===== config.mk =====
export PLATFORM = sky130hd
export DESIGN_NAME = kronos_wb_stage
export DESIGN_NICKNAME = d
export VERILOG_FILES = /design/src/rtl/kronos_types.sv /design/src/rtl/kronos_lsu_align.sv /design/src/rtl/kronos_wb_stage.sv
export SDC_FILE = /design/constraint.sdc
export NUM_CORES = 1
export LEC_CHECK = 0
export CAP_MARGIN = 0
export CORE_UTILIZATION = 30
export DETAILED_ROUTE_END_ITERATION = 16
export GPL_ROUTABILITY_DRIVEN = 1
export HOLD_SLACK_MARGIN = 0.03
export PLACE_DENSITY = 0.62
export REMOVE_ABC_BUFFERS = 1
export SLEW_MARGIN = 30
export SYNTH_ARGS = -nofsm -noshare
export SYNTH_HDL_FRONTEND = slang
export SYNTH_SLANG_ARGS = --single-unit

===== constraint.sdc =====
create_clock -name clk -period 5.2 [get_ports clk]
set_input_delay 0.78 -clock clk [delete_from_list [all_inputs] [get_ports clk]]
set_output_delay 0.78 -clock clk [all_outputs]
set_load 0.005 [all_outputs]

===== src/rtl/kronos_types.sv =====
// kronos_types
// Shared types for the Kronos write-back stage.
//   pipeEXWB_t     : bundle handed from EX to WB
//   wb_state_e     : write-back FSM states (IDLE, LOAD, STORE)
//   BYTE/HALF/WORD : data_size encodings
//   is_misaligned  : true when a halfword/word access does not sit on its natural boundary
package kronos_types;

  typedef struct packed {
    logic [4:0]  rd;
    logic        rd_write;
    logic        branch;
    logic        branch_cond;
    logic        ld;
    logic        st;
    logic [1:0]  data_size;
    logic        data_uns;
    logic        illegal;
    logic [31:0] result1;
    logic [31:0] result2;
  } pipeEXWB_t;

  typedef enum logic [1:0] {
    IDLE  = 2'd0,
    LOAD  = 2'd1,
    STORE = 2'd2
  } wb_state_e;

  localparam logic [1:0] BYTE = 2'd0;
  localparam logic [1:0] HALF = 2'd1;
  localparam logic [1:0] WORD = 2'd2;

  // Bytes never straddle, halfwords need bit 0 clear, words need both low bits clear.
  function automatic logic is_misaligned(input logic [1:0] size, input logic [1:0] addr_lo);
    logic result;
    result = 1'b0;
    if (size == HALF) begin
      result = addr_lo[0];
    end else if (size != BYTE) begin
      result = (addr_lo != 2'b00);
    end
    return result;
  endfunction

endpackage


===== src/rtl/kronos_lsu_align.sv =====
// kronos_lsu_align
// Combinational byte-lane steering for the load/store unit.
//   addr_lo     in  2   byte offset inside the 32-bit word
//   size        in  2   BYTE/HALF/WORD
//   uns         in  1   zero-extend loads when set
//   store_data  in  32  store data, right-aligned
//   load_raw    in  32  raw word returned by the bus
//   mask        out 4   byte enables (lanes beyond bit 31 are dropped)
//   store_lane  out 32  store data shifted into its lane
//   load_data   out 32  load value extracted and sign/zero-extended
module kronos_lsu_align
  import kronos_types::*;
(
  input  logic [1:0]  addr_lo,
  input  logic [1:0]  size,
  input  logic        uns,
  input  logic [31:0] store_data,
  input  logic [31:0] load_raw,
  output logic [3:0]  mask,
  output logic [31:0] store_lane,
  output logic [31:0] load_data
);

  logic [4:0]  shift;
  logic [3:0]  base_mask;
  logic [31:0] load_shifted;

  // Shift amounts are byte offsets times eight; shifting a 4-bit mask left
  // naturally truncates lanes that would fall past the top of the word.
  always_comb begin
    shift        = {addr_lo, 3'b000};
    base_mask    = 4'b1111;
    if (size == BYTE) begin
      base_mask = 4'b0001;
    end else if (size == HALF) begin
      base_mask = 4'b0011;
    end
    mask         = base_mask << addr_lo;
    store_lane   = store_data << shift;
    load_shifted = load_raw >> shift;
    case (size)
      BYTE:    load_data = {{24{~uns & load_shifted[7]}}, load_shifted[7:0]};
      HALF:    load_data = {{16{~uns & load_shifted[15]}}, load_shifted[15:0]};
      default: load_data = load_shifted;
    endcase
  end

endmodule


===== src/rtl/kronos_wb_stage.sv =====
// kronos_wb_stage
// Write-back stage: commits ALU results, performs loads/stores on the data
// bus, redirects fetch on taken branches/jumps and flags illegal instructions.
// Optional macro: KRONOS_WB_MISALIGN_TRAP_EN -- misaligned halfword/word
// accesses trap instead of being issued to the bus.
// Ports:
//   clk, rst                  clock, async active-high reset
//   execute, pipe_in_vld/rdy  EX->WB bundle and handshake
//   regwr_data/sel/en         register-file write (also EX forwarding)
//   branch_target, branch     fetch redirect
//   data_addr/wr_data/mask/wr_en/req, data_rd_data/ack   data bus
//   trap                      illegal or misaligned strobe
module kronos_wb_stage
  import kronos_types::*;
(
  input  logic        clk,
  input  logic        rst,
  input  pipeEXWB_t   execute,
  input  logic        pipe_in_vld,
  output logic        pipe_in_rdy,
  output logic [31:0] regwr_data,
  output logic [4:0]  regwr_sel,
  output logic        regwr_en,
  output logic [31:0] branch_target,
  output logic        branch,
  output logic [31:0] data_addr,
  output logic [31:0] data_wr_data,
  output logic [3:0]  data_mask,
  output logic        data_wr_en,
  output logic        data_req,
  input  logic [31:0] data_rd_data,
  input  logic        data_ack,
  output logic        trap
);

  wb_state_e   state, state_next;
  logic        accept;
  logic        misalign;
  logic        bad_instr;
  logic [1:0]  off_q, size_q;
  logic        uns_q, rd_write_q;
  logic [4:0]  rd_q;
  logic [1:0]  align_off, align_size;
  logic        align_uns;
  logic [3:0]  align_mask;
  logic [31:0] align_store, align_load;

  assign pipe_in_rdy = (state == IDLE);
  assign accept      = pipe_in_vld & pipe_in_rdy;

`ifdef KRONOS_WB_MISALIGN_TRAP_EN
  assign misalign = (execute.ld | execute.st) & is_misaligned(execute.data_size, execute.result1[1:0]);
`else
  assign misalign = 1'b0;
`endif

  assign bad_instr = execute.illegal | misalign;

  // While idle the aligner looks at the incoming instruction (mask/store lane);
  // while a load is outstanding it uses the captured offset to extract the reply.
  assign align_off  = (state == IDLE) ? execute.result1[1:0] : off_q;
  assign align_size = (state == IDLE) ? execute.data_size    : size_q;
  assign align_uns  = (state == IDLE) ? execute.data_uns     : uns_q;

  kronos_lsu_align u_align (
    .addr_lo    (align_off),
    .size       (align_size),
    .uns        (align_uns),
    .store_data (execute.result2),
    .load_raw   (data_rd_data),
    .mask       (align_mask),
    .store_lane (align_store),
    .load_data  (align_load)
  );

  always_ff @(posedge clk or posedge rst) begin
    if (rst) begin
      state <= IDLE;
    end else begin
      state <= state_next;
    end
  end

  // Illegal/misaligned instructions never leave IDLE; bus operations wait for ack.
  always_comb begin
    state_next = state;
    case (state)
      IDLE: begin
        if (accept && !bad_instr) begin
          if (execute.ld) begin
            state_next = LOAD;
          end else if (execute.st) begin
            state_next = STORE;
          end
        end
      end
      LOAD, STORE: begin
        if (data_ack) begin
          state_next = IDLE;
        end
      end
      default: state_next = IDLE;
    endcase
  end

  // Registered outputs. Strobes default low every cycle so they only ever pulse;
  // bus request/address/mask are held until the acknowledging cycle.
  always_ff @(posedge clk or posedge rst) begin
    if (rst) begin
      regwr_data    <= '0;
      regwr_sel     <= '0;
      regwr_en      <= 1'b0;
      branch_target <= '0;
      branch        <= 1'b0;
      data_addr     <= '0;
      data_wr_data  <= '0;
      data_mask     <= '0;
      data_wr_en    <= 1'b0;
      data_req      <= 1'b0;
      trap          <= 1'b0;
      off_q         <= '0;
      size_q        <= '0;
      uns_q         <= 1'b0;
      rd_q          <= '0;
      rd_write_q    <= 1'b0;
    end else begin
      regwr_en <= 1'b0;
      branch   <= 1'b0;
      trap     <= 1'b0;
      case (state)
        IDLE: begin
          if (accept) begin
            if (bad_instr) begin
              trap <= 1'b1;
            end else if (execute.ld || execute.st) begin
              data_req   <= 1'b1;
              data_wr_en <= execute.st & ~execute.ld;
              data_addr  <= {execute.result1[31:2], 2'b00};
              data_mask  <= align_mask;
              if (!execute.ld) begin
                data_wr_data <= align_store;
              end
              off_q      <= execute.result1[1:0];
              size_q     <= execute.data_size;
              uns_q      <= execute.data_uns;
              rd_q       <= execute.rd;
              rd_write_q <= execute.rd_write;
            end else begin
              regwr_en      <= execute.rd_write & (execute.rd != 5'd0);
              regwr_sel     <= execute.rd;
              regwr_data    <= execute.result1;
              branch        <= execute.branch | (execute.branch_cond & execute.result1[0]);
              branch_target <= execute.result2;
            end
          end
        end
        LOAD: begin
          if (data_ack) begin
            data_req   <= 1'b0;
            regwr_en   <= rd_write_q & (rd_q != 5'd0);
            regwr_sel  <= rd_q;
            regwr_data <= align_load;
          end
        end
        STORE: begin
          if (data_ack) begin
            data_req <= 1'b0;
          end
        end
        default: data_req <= 1'b0;
      endcase
    end
  end

endmodule

### After elaboration in Yosys (flattened, before gate mapping)

Index checks and enable logic that the tools add are counted.

| cells by class | value |
|---|---|
| shifts and indexed selects | 3 |
| reductions and logical operators | 15 |
| multiplexer cells | 38 |
| eq/ne operators | 11 |
| bitwise logic cells | 12 |

Operators by type and width:

| operator | count |
|---|---|
| $mux 32 | 4 |
| $pmux 32 s2 | 2 |
| $shl 32x5->32 | 1 |
| $shr 32x5->32 | 1 |
| $mux 5 | 4 |
| $mux 1 | 16 |
| $mux 2 | 6 |
| $reduce_and 4->1 | 3 |
| $pmux 5 s2 | 1 |
| $reduce_and 5->1 | 2 |
| $reduce_bool 5->1 | 2 |
| $mux 4 | 2 |
| $ne 2x1->1 const B | 4 |
| $and 1x1->1 | 7 |
| $ne 2x2->1 const B | 3 |
| $eq 2x1->1 const B | 2 |
| $logic_not 2->1 | 2 |
| $not 1->1 | 4 |
| $pmux 1 s2 | 2 |
| $pmux 2 s2 | 1 |
| $shl 4x2->4 | 1 |
| $ne 3x3->1 const B | 1 |
| $reduce_and 3->1 | 1 |
| $eq 2x2->1 const B | 1 |
| other kinds (6) | 6 |

| storage, ports and cells | value |
|---|---|
| input port bits | 114 |
| logic and storage cells | 96 |
| output and inout bits | 143 |
| flip-flop bits (word level) | 153 |

### Longest topological paths before layout

Gate-level depths: netlist of the first run.

| logic depth | value |
|---|---|
| depth after elaboration | 7 |
| mapped depth | 10 |
| gate-level depth less buffers | 7 |

### Hierarchy

A second synthesis of the first run with hierarchy kept.

| second synthesis, totals | value |
|---|---|
| cell total of the unflattened synthesis | 598 |
| area total of the unflattened synthesis | 7,754.9 um2 |

Modules (own cells, without submodules):

| module | area an instance (um2) | cells an instance | instances |
|---|---|---|---|
| kronos_wb_stage | 6,496.2 | 402 | 1 |
| kronos_lsu_align | 1,258.7 | 196 | 1 |

### Worst setup path after synthesis of the first run

No wires, ideal clock.

| timing | value |
|---|---|
| path kind | in2reg |
| start | input execute[68] (netlist name) |
| end | register regwr_data[8] |
| setup time | 0.144 ns |
| arrival | 2.112 ns |
| buffers on the path | 1 |
| stages | 6 |
| path slack | 2.944 ns |
| cell sequence | or4b_4 > a21o_4 > buf_2 > or3_1 > o21ai_0 > a21oi_1 |

| between the ends | value |
|---|---|
| cells in the longest elaborated chain, start to end | 3 |

RTL lines:

| item | line | RTL |
|---|---|---|
| start: declaration | kronos_wb_stage.sv:18 | `input pipeEXWB_t execute,` |
| $logic_or 1x1->1 | kronos_wb_stage.sv:135 | `end else if (execute.ld \|\| execute.st) begin` |
| $ne 2x2->1 (no source line) | - |  |
| $reduce_and 5->1 (no source line) | - |  |
| end signal: assignment | kronos_wb_stage.sv:151 | `regwr_data <= execute.result1;` |
| end signal: assignment | kronos_wb_stage.sv:162 | `regwr_data <= align_load;` |
| end: declaration | kronos_wb_stage.sv:21 | `output logic [31:0] regwr_data,` |

Every way passes these cells.
A chain may end at the register's enable or synchronous reset.

### Worst setup path after layout of the first run

| timing | value |
|---|---|
| start | register state[1] |
| end | register regwr_data[27] |

| between the ends | value |
|---|---|
| cells in the longest elaborated chain, start to end | 7 |
| elaborated cells between the ends (all ways) | 21 |

RTL lines:

| item | line | RTL |
|---|---|---|
| start: declaration | kronos_wb_stage.sv:36 | `wb_state_e state, state_next;` |
| start signal: assignment | kronos_wb_stage.sv:80 | `state <= state_next;` |
| $logic_not 2->1 | - |  |
| $mux 2 / $mux 1 (equally long branches) | kronos_wb_stage.sv:61, kronos_wb_stage.sv:63 |  |
| $shr 32x5->32 / $not 1->1 (equally long branches) | kronos_lsu_align.sv:40, kronos_lsu_align.sv:42, kronos_lsu_align.sv:43 |  |
| $and 1x1->1 (on tied branches) | kronos_lsu_align.sv:43, kronos_lsu_align.sv:42 |  |
| $pmux 32 s2 | kronos_lsu_align.sv:41 | `case (size)` |
| $mux 32 | kronos_wb_stage.sv:158 | `if (data_ack) begin` |
| $pmux 32 s2 | kronos_wb_stage.sv:130 | `case (state)` |

Parallel ways exist; a longest one is shown, timed or not. The select of a mux whose other input is x is not followed.

==> out/metrics.yaml, run 1 <==
routing:
  routedWlPerCell_um: 18.1
  ant_nets: 0
  vias: 6443
  firstDrtPassIters: 4
  wl_mm: 24.0
  drt_iter0_drc: 383
  viasPerCell: 4.85
  drc: 0
synth:
  yosys_warnings: 0
  synth_top_area_cell: "dfrtp_1"
  synth_area_per_cell_um2: 9.56
  synth_area_um2: 7320
  synth-edff-count: 0
  ys_async_sr_fraction_pct: 100
  synth_top_cells_by_area: "dfrtp_1, nand2_1, mux2_2, mux2i_1, o21ai_0"
  synthTopCellsByCount: "nand2_1, dfrtp_1, o21ai_0, mux2_2, a21oi_1"
  synth_ff_type: "dfrtp_1"
  synth_seq_cells: 153
  synth_top_area_share_pct: 52.3
  syn_inst: 766
  synth_cell_types: 48
  synth_most_common_cell: "nand2_1"
  ys_seq_area_share_pct: 52.3
floorplan:
  dieArea_um2: 25000
  fp-row-count: 56
  start_util_pct: 30.9
  coreArea_um2: 23700
  die_w_um: 158
  design.portCount: 257
  fp.dieH_um: 158
sta:
  whs_ps: 471
  rsz0062_at_grt: "no"
  setup_tns_ps: 0
  period_share_pct: 60.5
  min_period_ps: 3150
  max_freq_mhz: 318
  clock_skew_ps: 10.9
  drv_slew: 0
  setup_viol_count_final: 0
  max-slew-margin-rel_pct: 41.1
  tightest_slew_ps: 884
  hold_violations: 0
clocking:
  cts_made_buffers: 17
  clk_path_buf_depth: 2
  htree_levels: 4
  cts_hold_buf: 0
  tritoncts: "built"
  post_cts_buffers: 0
  cts_sinks: 153
  clk_pin_slew_ps: 70
  cts.repair.resized: 0
  root_buffer: "clkbuf_16"
  clk_latency_ps: 420
cells_and_area:
  drive_gt1_share_pct: 10.2
  diodes: 0
  utilization_pct: 45.1
  n_fill_cell: 2312
  area_growth_pct: 46.0
  nets: 1112
worst_setup_path:
  path_max_fanout: 23
  crit_arrival_ps: 3400
  worst_setup_path_start_kind: "register"
  cp.required_ps: 5460
  cp-end-kind: "register"
  path_class: "reg2reg"
global_route:
  grtUsageTotal_pct: 19.6
  top_usage_layer: "met2"
  grt.met2_usage_pct: 32.2
  met1_usage_pct: 25.5
  grt_pass1_wl_mm: 36.9
  grtUsageMet3_pct: 4.49
  grt_max_degree: 87
  antenna_found_initial: 2
  grt_pass1_vias: 6397
  gr-total-overflow: 0
placement:
  dp_hpwl_mm: 17.1
  port_buffers: 254
  gp_congestion: 0.819
power:
  ir_drop_mv: 0.222
  power_mw: 6.30
  powerDensity_nw_per_um2: 590
  power.leakage_nw: 4.58
hold_path:
  hp-class: "reg2reg"
status:
  status: "finished, final reports clean"
job:
  drv_cap: 0
final timing paths:
check / slack, ps / startpoint / endpoint / depth (start not counted)
hold reg to reg: 470 / data_addr[26] / data_addr[26] / 2
setup reg to reg: 2050 / state[1] / regwr_data[27] / 7
setup / recovery: 2050 / state[1] / regwr_data[27] / 7
hold / removal: 470 / data_addr[26] / data_addr[26] / 2
min in group asynchronous: 880 / rst / branch_target[17] / 2
max in group asynchronous: 3220 / rst / regwr_data[0] / 3
placed cells by master (no fill, tap or decap), types with 3 or more instances in the layout:
master	netlist	final
o21ai_0	51	51
clkinv_2	0	4
inv_1	5	4
and2_1	4	3
a22o_1	9	9
buf_4	4	9
nand3_1	8	8
nand2_1	228	226
a21oi_1	37	37
mux2i_1	26	26
o2bb2ai_1	8	8
o211ai_1	3	3
clkinvlp_4	0	3
nor2b_1	11	11
clkbuf_1	29	3
a31oi_1	26	26
mux2_2	47	47
clkdlybuf4s50_1	0	254
clkbuf_16	0	17
or3_1	25	25
a221oi_1	7	7
dfrtp_1	153	153
nor2_1	31	30
final cells by class:
cell class | instances | area (um2) | share of cell area (%)
tap | 319 | 399 | 3.74
multi-input combinational | 555 | 3250 | 30.5
sequential | 153 | 3830 | 35.8
timing repair buffer | 264 | 2630 | 24.6
inverter | 5 | 23.8 | 0.222
clock buffer | 21 | 450 | 4.22
clock inverter | 11 | 98.8 | 0.925
stage by stage:
step | cell area, um2 | instances | setup slack, ps
6_report | 10700 | 1328 | 2050
5_1_grt | 10700 | 1328 | 1840
2_1_floorplan | 7070 | 713 | 299
3_3_place_gp | 10100 | 1295 | 1920
3_5_place_dp | 10100 | 1295 | 1880
4_1_cts | 10700 | 1327 | 2080
routing by layer:
metal	up-vias	routed length [um]
li1	3098	-
met1	3139	10600
met2	180	11500
met3	22	1540
met4	4	376
met5	-	26
state kept, by name, summed over array words and instances, names as in the netlist, 2 cells and up:
signal / cells
branch_target: 32
data_addr: 30
data_mask: 4
data_wr_data: 32
off_q: 2
rd_q: 5
regwr_data: 32
regwr_sel: 5
size_q: 2
state: 2
worst max-delay path, stage by stage (launching register included):
cell and delay (ps):
dfrtp_1 380, inv_1 100, ha_1 240, buf_4 350, mux2i_4 690, mux2i_1 290
a211oi_4 720, a31oi_1 190
cells by family (layout without fill, tap and decap cells):
| family | count (synthesis) | count (layout) | share of synthesized area (%) |
|---|---|---|---|
| fa+ha+maj | 2 | 2 | 0.342 |
| mux | 76 | 76 | 11.4 |
| compound gates | 155 | 155 | 13.5 |
| flops | 153 | 153 | 52.3 |
| buf+inv | 59 | 301 | 3.79 |
| other cells | 1 | 2 | 0.0512 |
| simple gates | 320 | 320 | 18.6 |
report_power, final:
group / total, mW / internal, mW / switching, mW
Combinational: 3.02 / 1.62 / 1.41
Clock: 1.19 / 0.672 / 0.517
Sequential: 2.09 / 1.77 / 0.325
Total: 6.30 / 4.06 / 2.25
(Power assumes the default switching activity.)
==> run 2: changes to the inputs <==
--- a/config.mk
+++ b/config.mk
@@ -10,7 +10,7 @@
 export DETAILED_ROUTE_END_ITERATION = 16
 export GPL_ROUTABILITY_DRIVEN = 1
 export HOLD_SLACK_MARGIN = 0.03
-export PLACE_DENSITY = 0.62
+export PLACE_DENSITY = 0.6
 export REMOVE_ABC_BUFFERS = 1
 export SLEW_MARGIN = 30
 export SYNTH_ARGS = -nofsm -noshare
==> constraint.sdc (replaced) <==
create_clock -name clk -period 2.97 [get_ports clk]
set_input_delay 0.4455 -clock clk [delete_from_list [all_inputs] [get_ports clk]]
set_output_delay 0.4455 -clock clk [all_outputs]
set_load 0.005 [all_outputs]
==> out/metrics.yaml, run 2 (synthesized netlist as in run 1, its figures left out) <==
global_route:
  antenna_found_initial: 0  # -2
  grt_max_degree: 65  # -25%
  grtUsageTotal_pct: 19.6  # about the same
  grt_pass1_wl_mm: 37.1  # +0.67%
  gr-total-overflow: 0  # unchanged
  grt_pass1_vias: 6525  # +2.0%
worst_setup_path:
  path_class: "reg2out"
  regToRegSetupSlack_ps: 240  # -1810 ps
  crit_arrival_ps: 2290  # -1110 ps
  worst_r2r_path_depth: 7  # unchanged
  cp-end-kind: "output port"
  path_max_fanout: 17  # -26%
  worst_setup_path_start_kind: "register"
  reg2reg_from: "state[1]"
  cp.required_ps: 2520  # -2940 ps
  r2r_end: "regwr_data[29]"
floorplan:
  coreArea_um2: 23700  # unchanged
  dieArea_um2: 25000  # unchanged
  fp.dieH_um: 158  # unchanged
  design.portCount: 257  # unchanged
  die_w_um: 158  # unchanged
  fp-row-count: 56  # unchanged
  start_util_pct: 30.9  # unchanged
routing:
  vias: 6434  # -0.14%
  routedWlPerCell_um: 17.9  # -1.3%
  drt_iter0_drc: 380  # -0.78%
  firstDrtPassIters: 5  # +1
  drc: 0  # unchanged
  wl_mm: 24.1  # about the same
  viasPerCell: 4.78  # -1.5%
  ant_nets: 0  # unchanged
power:
  combPwrFrac_pct: 48.2  # +0.2 points
  powerDensity_nw_per_um2: 1040  # +76%
  power.leakage_nw: 4.69  # +2.3%
  p_sw_share_pct: 36.0  # +0.31 points
  clkPwrFrac_pct: 19.2  # +0.4 points
  ir_drop_mv: 0.422  # +91%
  p_switching_mw: 4.03  # +79%
  seqPwrFrac_pct: 32.5  # -0.7 points
  intPower_mw: 7.18  # +77%
placement:
  gp_congestion: 0.766  # -6.5%
  dp.cells: 1314  # +1.5%
  port_buffers: 254  # unchanged
  dp_hpwl_mm: 17.3  # +1.5%
clocking:
  clk_latency_ps: 430  # about the same
  tritoncts: "built"
  clk_pin_slew_ps: 70  # about the same
  cts_hold_buf: 0  # unchanged
  cts_sinks: 153  # unchanged
  clk_path_buf_depth: 2  # unchanged
  htree_levels: 4  # unchanged
  root_buffer: "clkbuf_16"
  post_cts_buffers: 0  # unchanged
  cts_made_buffers: 17  # unchanged
  cts.repair.resized: 0  # unchanged
cells_and_area:
  top_regs: "branch_target (32), data_wr_data (32), regwr_data (32)"
  area_growth_pct: 48.0
  drive_gt1_share_pct: 12.0  # +1.8 points
  layout_commonest_cell: "clkdlybuf4s50_1"
  fin_cells: 1346  # +1.4%
  utilization_pct: 45.7  # +0.62 points
  final_cell_mix: "clkdlybuf4s50_1, nand2_1, dfrtp_1, o21ai_0, mux2_2"
  diodes: 0  # unchanged
  nets: 1130  # +1.6%
sta:
  hold_violations: 0  # unchanged
  tightest_slew_ps: 725  # -159 ps
  setup_tns_ps: 0  # unchanged
  clock_skew_ps: 15.9  # +4.99 ps
  min_period_ps: 2740
  max_freq_mhz: 365
  max-slew-margin-rel_pct: 51.5  # +10 points
  setup_viol_count_final: 0  # unchanged
  rsz0062_at_grt: "no"
  drv_slew: 0  # unchanged
  period_share_pct: 92.2
job:
  drv_cap: 0  # unchanged
status:
  status: "finished, final reports clean"
hold_path:
  hp-class: "in2async"
-- run 2: power groups by stage --
stage               Combinational, mW  Sequential [mW]  Clock (mW)
floorplan                        2.32             3.69           0
global placement                 5.42             3.65           0
detailed placement               5.47             3.67           0
CTS                              5.48             3.65        2.22
global route                     5.95             3.78        2.30
finish                           5.41             3.65        2.16
-- run 2: worst max-delay path: stages (launching register included) --
cell	delay, ps
dfrtp_1	380
inv_1	100
ha_1	500
buf_4	320
clkdlybuf4s50_1	560
-- run 2: worst max path at each step --
| stage | start | end | slack (ps) | depth (start not counted) |
|---|---|---|---|---|
| final | state[1] | pipe_in_rdy | 230 | 4 |
| after global routing | state[1] | regwr_data[29] | 7 | 7 |
| after CTS | state[1] | pipe_in_rdy | 220 | 4 |
| after detailed placement | state[1] | regwr_data[29] | 240 | 8 |
| after global placement | execute[69] | regwr_data[9] | 270 | 6 |
| after floorplan | rst | branch | -1600 | 1 |
-- run 2: per-layer routing --
metal	wire (um)	track usage [%]	up-vias
met5	0	0	-
met4	367	6.50	0
met3	1490	4.41	24
met2	11200	30.8	172
met1	11000	26.5	3114
li1	-	-	3124
-- run 2: cell type report --
cell class	count	area (um2)
clock buffers	18	439
clock inverters	14	133
fillers	2328	12800
inverters	5	23.8
multi-input cells	555	3240
flip-flops and latches	153	3830
well taps	319	399
repair buffers	282	2770
-- run 2: metrics by stage --
stage          total power, mW  setup WS [ps]  hold WS [ps]  instance area (um2)
2_1_floorplan             6.02          -1600           446                 7070
3_3_place_gp              9.07            273           459                10300
3_5_place_dp              9.14            236           462                10300
4_1_cts                   11.4            216           430                10800
5_1_grt                   12.0           6.91           453                10800
6_report                  11.2            231           426                10800
